$ cat src/rtl/cgra_test_sequencer_pkg.sv
// Shared types and constants for the CGRA test sequencer.
// Holds the sequencer state and stimulus mode enums plus the CRC-16 step helper.
package cgra_test_pkg;

    typedef enum logic [2:0] {
        ST_IDLE,
        ST_CONFIG,
        ST_DRAIN,
        ST_RUN,
        ST_DONE
    } seq_state_t;

    typedef enum logic [1:0] {
        MODE_HOLD = 2'd0,
        MODE_INC  = 2'd1,
        MODE_DEC  = 2'd2,
        MODE_ZERO = 2'd3
    } stim_mode_t;

    localparam logic [31:0] CFG_NOP_ADDR = 32'h0000_0000;
    localparam logic [15:0] CRC_POLY     = 16'h1021;
    localparam logic [15:0] CRC_INIT     = 16'hFFFF;

    // One CRC-16-CCITT update over a 16-bit sample, MSB first.
    function automatic logic [15:0] crc16_step(input logic [15:0] crc, input logic [15:0] data);
        logic [15:0] c;
        c = crc;
        for (int unsigned i = 0; i < 16; i++) begin
            if (c[15] ^ data[15 - i]) c = {c[14:0], 1'b0} ^ CRC_POLY;
            else                      c = {c[14:0], 1'b0};
        end
        return c;
    endfunction

endpackage

$ cat src/rtl/cgra_test_sequencer_stim.sv
// Per-side stimulus generator: loads a seed, then steps HOLD/INC/DEC/ZERO each enabled cycle.
module cgra_stim_gen
    import cgra_test_pkg::*;
#(
    parameter int DATA_W = 16
) (
    input  logic              clk_in,
    input  logic              reset_in,
    input  logic              load,
    input  logic              step,
    input  stim_mode_t        mode,
    input  logic [DATA_W-1:0] seed,
    output logic [DATA_W-1:0] value
);
    logic [DATA_W-1:0] value_q, value_d;

    always_comb begin
        value_d = value_q;
        if (load) begin
            value_d = seed;
        end else if (step) begin
            unique case (mode)
                MODE_HOLD: value_d = seed;
                MODE_INC:  value_d = value_q + DATA_W'(1);
                MODE_DEC:  value_d = value_q - DATA_W'(1);
                MODE_ZERO: value_d = '0;
                default:   value_d = value_q;
            endcase
        end
    end

    always_ff @(posedge clk_in or negedge reset_in) begin
        if (!reset_in) value_q <= '0;
        else           value_q <= value_d;
    end

    assign value = value_q;
endmodule

$ cat src/rtl/cgra_test_sequencer.sv
// Config-load and stimulus sequencer for full-system CGRA tests.
// Define CGRA_SEQ_CRC_EN to use a CRC-16-CCITT signature instead of rotate-xor.
module cgra_test_sequencer
    import cgra_test_pkg::*;
#(
    parameter int NUM_SIDES = 4,
    parameter int DATA_W    = 16,
    parameter int CYC_W     = 32,
    parameter int ADDR_W    = 32,
    parameter int CFG_W     = 32,
    parameter int SIDE_W    = (NUM_SIDES > 1) ? $clog2(NUM_SIDES) : 1
) (
    input  logic                        clk_in,
    input  logic                        reset_in,
    input  logic                        start_in,
    input  logic                        cfg_valid_in,
    output logic                        cfg_ready_out,
    input  logic [ADDR_W-1:0]           cfg_addr_in,
    input  logic [CFG_W-1:0]            cfg_data_in,
    input  logic                        cfg_last_in,
    output logic [ADDR_W-1:0]           config_addr_out,
    output logic [CFG_W-1:0]            config_data_out,
    input  logic [2*NUM_SIDES-1:0]      mode_in,
    input  logic [DATA_W*NUM_SIDES-1:0] seed_in,
    input  logic [CYC_W-1:0]            run_cycles_in,
    output logic [DATA_W*NUM_SIDES-1:0] pad_drive_out,
    input  logic [DATA_W*NUM_SIDES-1:0] pad_obs_in,
    input  logic [SIDE_W-1:0]           cap_side_in,
    output logic                        cap_valid_out,
    output logic [DATA_W-1:0]           cap_data_out,
    output logic [DATA_W-1:0]           signature_out,
    output logic [CYC_W-1:0]            cycle_count_out,
    output logic                        busy_out,
    output logic                        done_out
);
    seq_state_t state_q, state_d;

    logic [2*NUM_SIDES-1:0]      mode_q;
    logic [DATA_W*NUM_SIDES-1:0] seed_q;
    logic [CYC_W-1:0]            budget_q, count_q;
    logic [SIDE_W-1:0]           side_q;
    logic [ADDR_W-1:0]           cfg_addr_q;
    logic [CFG_W-1:0]            cfg_data_q;
    logic [DATA_W-1:0]           cap_data_q, sig_q, sig_next, sample;
    logic                        cap_valid_q;

    logic start_accept, cfg_accept, last_run, load_seeds, step_stim;

`ifdef CGRA_SEQ_CRC_EN
    if (DATA_W != 16) begin : g_crc_width_check
        $error("CGRA_SEQ_CRC_EN requires DATA_W == 16");
    end
    localparam logic [DATA_W-1:0] SIG_INIT = CRC_INIT;
    assign sig_next = crc16_step(sig_q, sample);
`else
    localparam logic [DATA_W-1:0] SIG_INIT = '0;
    assign sig_next = {sig_q[DATA_W-2:0], sig_q[DATA_W-1]} ^ sample;
`endif

    assign sample = pad_obs_in[int'(side_q) * DATA_W +: DATA_W];

    always_ff @(posedge clk_in or negedge reset_in) begin
        if (!reset_in) state_q <= ST_IDLE;
        else           state_q <= state_d;
    end

    always_comb begin
        state_d = state_q;
        unique case (state_q)
            ST_IDLE, ST_DONE: if (start_in) state_d = ST_CONFIG;
            ST_CONFIG:        if (cfg_valid_in && cfg_last_in) state_d = ST_DRAIN;
            ST_DRAIN:         state_d = (budget_q == '0) ? ST_DONE : ST_RUN;
            ST_RUN:           if (last_run) state_d = ST_DONE;
            default:          state_d = ST_IDLE;
        endcase
    end

    always_comb begin
        cfg_ready_out = (state_q == ST_CONFIG);
        busy_out      = (state_q == ST_CONFIG) || (state_q == ST_DRAIN) || (state_q == ST_RUN);
        done_out      = (state_q == ST_DONE);
        start_accept  = start_in && ((state_q == ST_IDLE) || (state_q == ST_DONE));
        cfg_accept    = cfg_ready_out && cfg_valid_in;
        last_run      = (state_q == ST_RUN) && (count_q == budget_q - CYC_W'(1));
        load_seeds    = (state_q == ST_DRAIN);
        // The final RUN cycle does not step, so DONE keeps the last driven value.
        step_stim     = (state_q == ST_RUN) && !last_run;
    end

    always_ff @(posedge clk_in or negedge reset_in) begin
        if (!reset_in) begin
            mode_q      <= '0;
            seed_q      <= '0;
            budget_q    <= '0;
            side_q      <= '0;
            count_q     <= '0;
            cfg_addr_q  <= '0;
            cfg_data_q  <= '0;
            cap_data_q  <= '0;
            cap_valid_q <= 1'b0;
            sig_q       <= '0;
        end else begin
            cfg_addr_q  <= ADDR_W'(CFG_NOP_ADDR);
            cfg_data_q  <= '0;
            if (cfg_accept) begin
                cfg_addr_q <= cfg_addr_in;
                cfg_data_q <= cfg_data_in;
            end
            if (start_accept) begin
                mode_q   <= mode_in;
                seed_q   <= seed_in;
                budget_q <= run_cycles_in;
                side_q   <= cap_side_in;
                count_q  <= '0;
                sig_q    <= SIG_INIT;
            end
            if (state_q == ST_RUN) begin
                count_q    <= count_q + CYC_W'(1);
                cap_data_q <= sample;
                sig_q      <= sig_next;
            end
            // Valid trails each capture by one cycle but drops together with RUN.
            cap_valid_q <= (state_q == ST_RUN) && (state_d == ST_RUN);
        end
    end

    for (genvar s = 0; s < NUM_SIDES; s++) begin : g_side
        cgra_stim_gen #(.DATA_W(DATA_W)) u_stim (
            .clk_in   (clk_in),
            .reset_in (reset_in),
            .load     (load_seeds),
            .step     (step_stim),
            .mode     (stim_mode_t'(mode_q[2*s +: 2])),
            .seed     (seed_q[s*DATA_W +: DATA_W]),
            .value    (pad_drive_out[s*DATA_W +: DATA_W])
        );
    end

    assign config_addr_out = cfg_addr_q;
    assign config_data_out = cfg_data_q;
    assign cap_valid_out   = cap_valid_q;
    assign cap_data_out    = cap_data_q;
    assign signature_out   = sig_q;
    assign cycle_count_out = count_q;
endmodule
$ cat config.mk
export PLATFORM = sky130hd
export DESIGN_NAME = cgra_test_sequencer
export DESIGN_NICKNAME = d
export VERILOG_FILES = /design/src/rtl/cgra_test_sequencer_pkg.sv /design/src/rtl/cgra_test_sequencer_stim.sv /design/src/rtl/cgra_test_sequencer.sv
export SDC_FILE = /design/constraint.sdc
export NUM_CORES = 1
export LEC_CHECK = 0
export ABC_CLOCK_PERIOD_IN_PS = 11000
export BUFFER_PORTS_ARGS = -buffer_cell sky130_fd_sc_hd__buf_2
export CORE_UTILIZATION = 40
export CTS_BUF_LIST = sky130_fd_sc_hd__clkbuf_4 sky130_fd_sc_hd__clkbuf_8
export DETAILED_ROUTE_END_ITERATION = 6
export MAX_ROUTING_LAYER = met4
export PLACE_DENSITY = 0.6
export SETUP_SLACK_MARGIN = 0.15
export SLEW_MARGIN = 40
export SYNTH_ARGS = -nofsm -noshare
export SYNTH_HDL_FRONTEND = slang
export SYNTH_HIERARCHICAL = 1
export SYNTH_SLANG_ARGS = --single-unit
$ cat constraint.sdc
create_clock -name clk_in -period 11 [get_ports clk_in]
set_input_delay 2.2 -clock clk_in [delete_from_list [all_inputs] [get_ports clk_in]]
set_output_delay 2.2 -clock clk_in [all_outputs]
set_load 0.02 [all_outputs]
==> out/metrics.csv, run 1 <==
metric,value,unit
final hold vios,0,
CP endpoint,g_side[2].u_stim/value[12],
syn_nets,2330,
Chip Width,215,um
dpl cells,2954,
fin cells,3065,
gr usage total,0.261,
Post-DP HPWL,42600,um
FILL cells,4403,
Synth Area per Inst,8.79,um2
Worst Max-Slew Pin Slew,0.813,ns
crit-path most repeated cell,nor2_1,
PortBufs,434,
DRC viols,0,
dominant synthesized flop cell,dfrtp_1,
WP depth,15,
H-tree Lvls,2,
CTS resizes,0,
cts hold-fix bufs,0,
worst-path fanout max,18,
antenna violations before repair,6,
via/cell ratio,5.59,
post-layout util,0.488,
Final Skew,0.0388,ns
final wirelength,59900,um
Ports,435,
Worst-path clk slew,0.06,ns
largest net degree at the start of global routing,90,
vias in the first global route,16500,
worst hold-check path type,reg2reg,
Initial Util,0.408,
min Tclk post-route,4.89,ns
"Cell Area, Placed",20400,um2
Worst Setup End Kind,flop,
Die ar.,46200,um2
Max-slew headroom,0.458,
fraction of layout cells with a size suffix above 1,0.265,
Pre-antenna DRT Iters,5,
worst r2r dst,g_side[2].u_stim/value[12],
Post-synth EDFFs,0,
hold slack final,0.468,ns
Reg2Reg Depth,15,
"Cell Area, Synth",18100,um2
max cap viols,0,
max-slew violations,0,
initial drt markers,1427,
final worst path period share,0.444,
total CTS buffers,58,
DR WL/cell,19.5,um
"slowest stage delay, CP",0.69,ns
#FFs+latches synth,302,
Worst-Skew Late Latency,0.65,ns
CTS tree,done,
cell leakage power,10.7,nW
Root Buffer,clkbuf_8,
Peak supply drop,0.0966,mV
Power Dens Cells,143,nW/um2
crit path from,budget_q[0],
Area Overhead vs Synth,19.8,%
synth warn,6,
Setup WS post-layout,6.11,ns
Syn Inst Count,2065,
Max Fclk,205,MHz
Post-CTS Setup Bufs,0,
Worst setup SP type,flop,
CORE AREA,44500,um2
post-route setup TNS,0,ns
CP Data Arrival Time,5.38,ns
status,"finished, final reports clean",
endpoints failing setup,0,
post-synthesis async set-or-reset flop share,1.00,
worst path bufs/invs,2,
sequential area share after synthesis,0.416,
overflow left after global routing,0,
CP Class,reg2reg,
Clock Sinks,302,
CP cell instances,inv_1 -> ha_1 -> nor3b_1 -> and2_1 -> xor2_1 -> a31o_2 -> or4_1 -> or4b_2 -> nor4_4 -> nor2_1 -> nor2_1 -> buf_4 -> nor2_1 -> a22oi_1 -> o311ai_1,
Tot Pwr,3.11,mW
top cell family by delay on the critical path,simple AND/OR/NAND/NOR gates,
first-pass GRT wire length,92900,um
r2r setup slk,6.11,ns
"worst slack, placed",6.06,ns
WP data required,11.49,ns
Final #Nets,2687,
RePlAce Congestion,0.936,
Post-DRT Antenna Nets,0,
row cnt,77,
clk buf depth,3,
vias post-DR,17100,
RSZ-0062 raised after global routing,false,
Die Ht,215,um
post-synth cell types,94,
highest-delay cell along the critical path,or4b_2,
post-route cell area,21700,um2
worst r2r src,budget_q[0],
-- registers in the layout, indices dropped and copies added, names as in the netlist --
name                 flops
config_addr_out         32
state_q                  3
side_q                   2
seed_q                  64
signature_out           16
cap_valid_out            1
cycle_count_out         32
cap_data_out            16
budget_q                32
g_side.u_stim/value     64
config_data_out         32
mode_q                   8
-- kinds of logic after synthesis --
family / after synthesis / synth area share
buffers and inverters: 197 / 0.0556
AO/OA/AOI/OAI: 482 / 0.184
AND/OR/NAND/NOR: 925 / 0.248
flip-flops: 302 / 0.416
adder cells (fa/ha/maj): 26 / 0.0179
multiplexers: 36 / 0.0312
XOR/XNOR: 97 / 0.0468
-- worst min-delay path by stage --
stage | endpoint | startpoint | slack [ns] | cells past startpoint
final | cap_data_out[2] | cap_data_out[2] | 0.47 | 2
after global routing | cap_data_out[2] | cap_data_out[2] | 0.50 | 2
after detailed placement | cap_data_out[2] | cap_data_out[2] | 0.46 | 2
after floorplan | seed_q[17] | seed_q[17] | 0.45 | 2
after global placement | cap_data_out[2] | cap_data_out[2] | 0.46 | 2
after CTS | cap_data_out[2] | cap_data_out[2] | 0.47 | 2
-- Yosys cell counts (16+ instances only) --
cell type | number | area (um2)
a21oi_1 | 71 | 355
a22oi_1 | 50 | 375
a31oi_1 | 21 | 131
and3_1 | 80 | 500
buf_2 | 35 | 175
clkbuf_1 | 92 | 345
dfrtp_1 | 302 | 7560
ha_1 | 26 | 325
inv_1 | 41 | 154
mux4_2 | 16 | 360
nand2_1 | 453 | 1700
nand3_1 | 54 | 270
nor2_1 | 121 | 454
nor3_1 | 27 | 135
nor4_1 | 21 | 131
o211ai_1 | 22 | 165
o21ai_0 | 93 | 465
o21ai_1 | 31 | 155
o22ai_1 | 17 | 106
o2bb2ai_1 | 18 | 158
o31ai_1 | 22 | 165
xnor2_1 | 59 | 517
xor2_1 | 38 | 333
-- placed cells by master (no fill, tap or decap), types with 10 or more instances in the layout --
cell type	count
nand4_1	11
clkbuf_4	20
nor2_1	121
mux2i_1	15
or4_1	11
nor3b_1	12
or2_2	13
a21oi_1	71
xnor2_1	59
ha_1	26
a21o_1	10
nor4_1	19
nor3_1	26
o31ai_1	22
o21a_1	15
a31oi_1	21
inv_1	41
nor2b_1	14
o22ai_1	17
buf_2	432
a22oi_1	50
or3_1	13
a32oi_1	12
a221oi_1	12
nand2_1	452
and3_1	80
xor2_1	38
and2_1	10
o21ai_1	31
clkbuf_8	74
mux4_2	16
o211ai_1	22
o21ai_0	93
dfrtp_1	301
nand3_1	54
buf_4	17
o2bb2ai_1	18
nand3b_1	14
-- power by group --
group / leakage (nW) / switching (mW) / internal, mW / total [mW]
Clock: 0.691 / 0.511 / 0.717 / 1.23
Combinational: 6.12 / 0.327 / 0.228 / 0.555
Sequential: 3.87 / 0.133 / 1.19 / 1.32
Total: 10.7 / 0.971 / 2.14 / 3.11
-- tightest hold or removal path, stage by stage, from the launching register on --
cell and delay (ns):
dfrtp_1 0.34, nand2_1 0.05, nand2_1 0.05
-- routing by layer --
metal,vias up,track usage,wire (um)
li1,8079,-,-
met5,-,-,0
met2,629,0.422,28900
met1,8286,0.317,24600
met4,0,0.111,2310
met3,130,0.0514,4000
-- final cells by class --
class | count | area [um2] | area share
clock inverter | 12 | 124 | 0.00570
tap | 592 | 741 | 0.0341
multi-input combinational | 1566 | 9620 | 0.442
inverter | 41 | 154 | 0.00708
antenna | 5 | 12.5 | 0.000576
timing repair buffer | 453 | 2360 | 0.109
clock buffer | 94 | 1170 | 0.0538
sequential | 302 | 7560 | 0.348
No activity file was read; power rests on OpenSTA's default activity.
==> run 2, diff against run 1 <==
--- a/config.mk
+++ b/config.mk
@@ -5,13 +5,13 @@
 export SDC_FILE = /design/constraint.sdc
 export NUM_CORES = 1
 export LEC_CHECK = 0
-export ABC_CLOCK_PERIOD_IN_PS = 11000
+export ABC_CLOCK_PERIOD_IN_PS = 4100
 export BUFFER_PORTS_ARGS = -buffer_cell sky130_fd_sc_hd__buf_2
 export CORE_UTILIZATION = 40
 export CTS_BUF_LIST = sky130_fd_sc_hd__clkbuf_4 sky130_fd_sc_hd__clkbuf_8
 export DETAILED_ROUTE_END_ITERATION = 6
 export MAX_ROUTING_LAYER = met4
-export PLACE_DENSITY = 0.6
+export PLACE_DENSITY = 0.62
 export SETUP_SLACK_MARGIN = 0.15
 export SLEW_MARGIN = 40
 export SYNTH_ARGS = -nofsm -noshare
==> constraint.sdc (replaced) <==
create_clock -name clk_in -period 4.1 [get_ports clk_in]
set_input_delay 0.82 -clock clk_in [delete_from_list [all_inputs] [get_ports clk_in]]
set_output_delay 0.82 -clock clk_in [all_outputs]
set_load 0.02 [all_outputs]
==> out/metrics.csv, run 2 (synthesis gave the netlist of run 1 again) <==
metric,value,unit
status,"finished, final reports clean",
worst r2r src,budget_q[15],
"Cell Area, Placed",20800,um2
post-route cell area,22300,um2
"slowest stage delay, CP",0.54,ns
worst-path fanout max,8,
PortBufs,434,
highest-delay cell along the critical path,or4_4,
cell leakage power,11.0,nW
Peak supply drop,0.253,mV
most frequent cells in the layout,"nand2_1 (452), buf_2 (433), dfrtp_1 (301)",
Final Skew,0.0333,ns
largest net degree at the start of global routing,111,
Worst-Skew Late Latency,0.66,ns
final wirelength,62500,um
post-route setup TNS,0,ns
r2r setup slk,0.16,ns
Worst Max-Slew Pin Slew,0.766,ns
Worst setup SP type,flop,
top cell family by delay on the critical path,simple AND/OR/NAND/NOR gates,
"commonest non-fill, non-tap cell in the layout",nand2_1,
CP endpoint,g_side[1].u_stim/value[7],
final hold vios,0,
post-layout util,0.502,
Die Ht,215,um
Max-slew headroom,0.489,
Worst Setup End Kind,flop,
CP cell instances,or4_4 -> or4_4 -> or4_4 -> a2111oi_4 -> a31oi_1 -> a211o_1 -> nor4_4 -> nor2_4 -> nor2_2 -> buf_6 -> buf_12 -> nor2_1 -> mux2i_1 -> o21ai_1,
Root Buffer,clkbuf_8,
fraction of layout cells with a size suffix above 1,0.286,
clk buf depth,3,
CP Class,reg2reg,
vias post-DR,17400,
Clock Sinks,302,
antenna violations before repair,20,
via/cell ratio,5.56,
worst r2r dst,g_side[1].u_stim/value[7],
Post-DP HPWL,45900,um
overflow left after global routing,0,
RSZ-0062 raised after global routing,true,
endpoints failing setup,0,
WP depth,14,
RePlAce Congestion,0.960,
Max Fclk,254,MHz
CP Data Arrival Time,4.43,ns
initial drt markers,1370,
"worst slack, placed",0.0277,ns
vias in the first global route,17000,
Worst-path clk slew,0.06,ns
crit path from,budget_q[15],
row cnt,77,
Post-DRT Antenna Nets,0,
Die ar.,46200,um2
hold slack final,0.0760,ns
Chip Width,215,um
crit-path most repeated cell,or4_4,
cts hold-fix bufs,0,
Setup WS post-layout,0.158,ns
max cap viols,0,
Pre-antenna DRT Iters,7,
final worst path period share,0.961,
H-tree Lvls,2,
Initial Util,0.408,
DR WL/cell,20.0,um
max-slew violations,0,
gr usage total,0.271,
Reg2Reg Depth,14,
worst hold-check path type,in2async,
WP data required,4.59,ns
CORE AREA,44500,um2
Power Dens Cells,368,nW/um2
Ports,435,
min Tclk post-route,3.94,ns
CTS tree,done,
Area Overhead vs Synth,23.0,%
worst path bufs/invs,2,
DRC viols,0,
first-pass GRT wire length,95500,um
total CTS buffers,56,
Final #Nets,2745,
## run 2: worst min path at each step
| stage | from | slack [ns] | end | cells after the start |
|---|---|---|---|---|
| 2_1_floorplan | seed_q[17] | 0.45 | seed_q[17] | 2 |
| 3_3_place_gp | cap_data_out[11] | 0.46 | cap_data_out[11] | 2 |
| 3_5_place_dp | cap_data_out[13] | 0.46 | cap_data_out[13] | 2 |
| 4_1_cts | reset_in | 0.21 | seed_q[8] | 1 |
| 5_1_grt | reset_in | 0.07 | seed_q[4] | 1 |
| 6_report | reset_in | 0.08 | seed_q[4] | 1 |
## run 2: layout make-up
class / count / area [um2]
Antenna cell: 15 / 37.5
Clock buffer: 88 / 1120
Clock inverter: 7 / 62.6
Fill cell: 4321 / 22200
Inverter: 41 / 154
Multi-Input combinational cell: 1566 / 9720
Sequential cell: 302 / 7560
Tap cell: 592 / 741
Timing Repair Buffer: 513 / 2940
## run 2: per-layer routing
layer / global-route usage / wire length, um / vias up
met5: - / 0 / -
met4: 0.142 / 2860 / 0
met3: 0.0534 / 3890 / 138
met2: 0.431 / 30100 / 633
met1: 0.325 / 25700 / 8404
li1: - / - / 8201
## run 2: metrics by stage
step	power, mW	std cells
after detailed placement	5.16	2992
after global routing	8.61	3124
final	8.23	3124
after floorplan	4.52	2065
after CTS	8.30	3091
after global placement	5.13	2992
## run 2: where the power goes
group / switching, mW / leakage, nW / internal (mW)
Clock: 1.37 / 0.623 / 1.73
Combinational: 0.923 / 6.48 / 0.639
Sequential: 0.370 / 3.87 / 3.20
## run 2: timing repair
action                     4_1_cts  5_1_grt
setup endpoints to repair       23       42
resized for setup                6       34
pin swaps                        1       13
buffers inserted                 4       17
hold endpoints to repair         0        0
==> run 3, diff against run 2 <==
--- a/config.mk
+++ b/config.mk
@@ -12,7 +12,7 @@
 export DETAILED_ROUTE_END_ITERATION = 6
 export MAX_ROUTING_LAYER = met4
 export PLACE_DENSITY = 0.62
-export SETUP_SLACK_MARGIN = 0.15
+export SETUP_SLACK_MARGIN = 0.5
 export SLEW_MARGIN = 40
 export SYNTH_ARGS = -nofsm -noshare
 export SYNTH_HDL_FRONTEND = slang
==> out/metrics.csv, run 3 (synthesis gave the netlist of run 1 again) <==
metric,value,unit
gr usage total,0.285,
DR WL/cell,20.9,um
Final #Nets,2746,
Worst Max-Slew Pin Slew,0.867,ns
Tot Pwr,8.38,mW
Post-DP HPWL,46800,um
Area Overhead vs Synth,26.2,%
final worst path period share,0.945,
vias in the first global route,16900,
Peak supply drop,0.263,mV
most frequent cells in the layout,"nand2_1 (452), buf_2 (433), dfrtp_1 (302)",
status,"finished, final reports clean",
fraction of layout cells with a size suffix above 1,0.313,
Worst-Skew Late Latency,0.68,ns
Worst-path clk slew,0.06,ns
worst r2r src,budget_q[18],
Worst setup SP type,flop,
max cap viols,0,
PortBufs,434,
Max Fclk,258,MHz
total CTS buffers,56,
max-slew violations,0,
cts hold-fix bufs,0,
post-route cell area,22900,um2
worst hold-check path type,in2async,
Root Buffer,clkbuf_8,
RSZ-0062 raised after global routing,true,
antenna violations before repair,24,
RePlAce Congestion,0.959,
"commonest non-fill, non-tap cell in the layout",nand2_1,
fin cells,3131,
final hold vios,0,
via/cell ratio,5.61,
final wirelength,65400,um
Clock Sinks,302,
CP Data Arrival Time,4.47,ns
initial drt markers,1263,
DRC viols,0,
largest net degree at the start of global routing,111,
Power Dens Cells,366,nW/um2
vias post-DR,17600,
overflow left after global routing,0,
endpoints failing setup,0,
Pre-antenna DRT Iters,5,
min Tclk post-route,3.87,ns
Final Skew,0.0402,ns
CORE AREA,44500,um2
Worst Setup End Kind,flop,
Ports,435,
WP data required,4.70,ns
Die Ht,215,um
"Cell Area, Placed",20600,um2
first-pass GRT wire length,100000,um
cell leakage power,11.1,nW
worst-path fanout max,5,
H-tree Lvls,2,
post-route setup TNS,0,ns
CP Class,reg2reg,
"worst slack, placed",0.00843,ns
Die ar.,46200,um2
Initial Util,0.408,
crit path from,budget_q[18],
Chip Width,215,um
Setup WS post-layout,0.227,ns
Max-slew headroom,0.421,
clk buf depth,3,
row cnt,77,
dpl cells,2966,
CTS tree,done,
Post-DRT Antenna Nets,0,
==> run 3: power breakdown <==
group | internal (mW) | leakage (nW) | total (mW) | switching (mW)
Combinational | 0.657 | 6.59 | 1.59 | 0.935
Clock | 1.82 | 0.661 | 3.21 | 1.38
Sequential | 3.20 | 3.87 | 3.58 | 0.384
Total | 5.68 | 11.1 | 8.38 | 2.70
==> run 3: critical path, cell delays in order, from the launching register on <==
cell and delay, ns:
dfrtp_1 0.38, or4_4 0.54, or4_4 0.47, or4_4 0.49, nand3_2 0.08, o21a_1 0.11
o22a_1 0.21, nor4_4 0.07, buf_4 0.14, nor2_4 0.32, nor2_4 0.11, or4_1 0.49
a22o_1 0.19, and3_1 0.14, nand2_1 0.05
==> run 3: layout make-up <==
cell class                 instances  area [um2]
fill                            4209       21600
multi-input combinational       1569       10200
sequential                       302        7560
timing repair buffer             511        3010
clock buffer                      90        1140
tap                              592         741
inverter                          41         154
clock inverter                    11         104
antenna                           15        37.5
==> run 3: per-layer routing <==
metal | up-vias | global-route usage | routed length (um)
met2 | 581 | 0.457 | 31600
li1 | 8218 | - | -
met4 | 0 | 0.124 | 2880
met3 | 145 | 0.0619 | 4490
met5 | - | - | 0
met1 | 8624 | 0.346 | 26400
==> run 3: worst paths after layout <==
check	to	slack, ns	depth (start not counted)
worst max-delay path	g_side[2].u_stim/value[15]	0.23	14
max in group asynchronous	cap_data_out[0]	3.04	2
worst min-delay path	seed_q[5]	0.16	1
worst max register to register	g_side[2].u_stim/value[15]	0.23	14
min in group clk_in	budget_q[27]	0.33	3
worst min register to register	seed_q[63]	0.47	2
==> run 3: repair_timing <==
item                                    in CTS  in global routing
gates cloned                                 3                  3
hold endpoints to repair                     0                  0
gates resized for setup                     45                 90
pin swaps                                   14                 25
buffers inserted                            31                 12
endpoints found under the setup margin      64                 64
==> run 3: stage by stage <==
| stage | hold WS [ns] | util |
|---|---|---|
| 2_1_floorplan | 0.446 | - |
| 3_3_place_gp | 0.456 | 0.464 |
| 3_5_place_dp | 0.459 | 0.464 |
| 4_1_cts | 0.144 | 0.503 |
| 5_1_grt | 0.202 | 0.515 |
| 6_report | 0.162 | 0.515 |
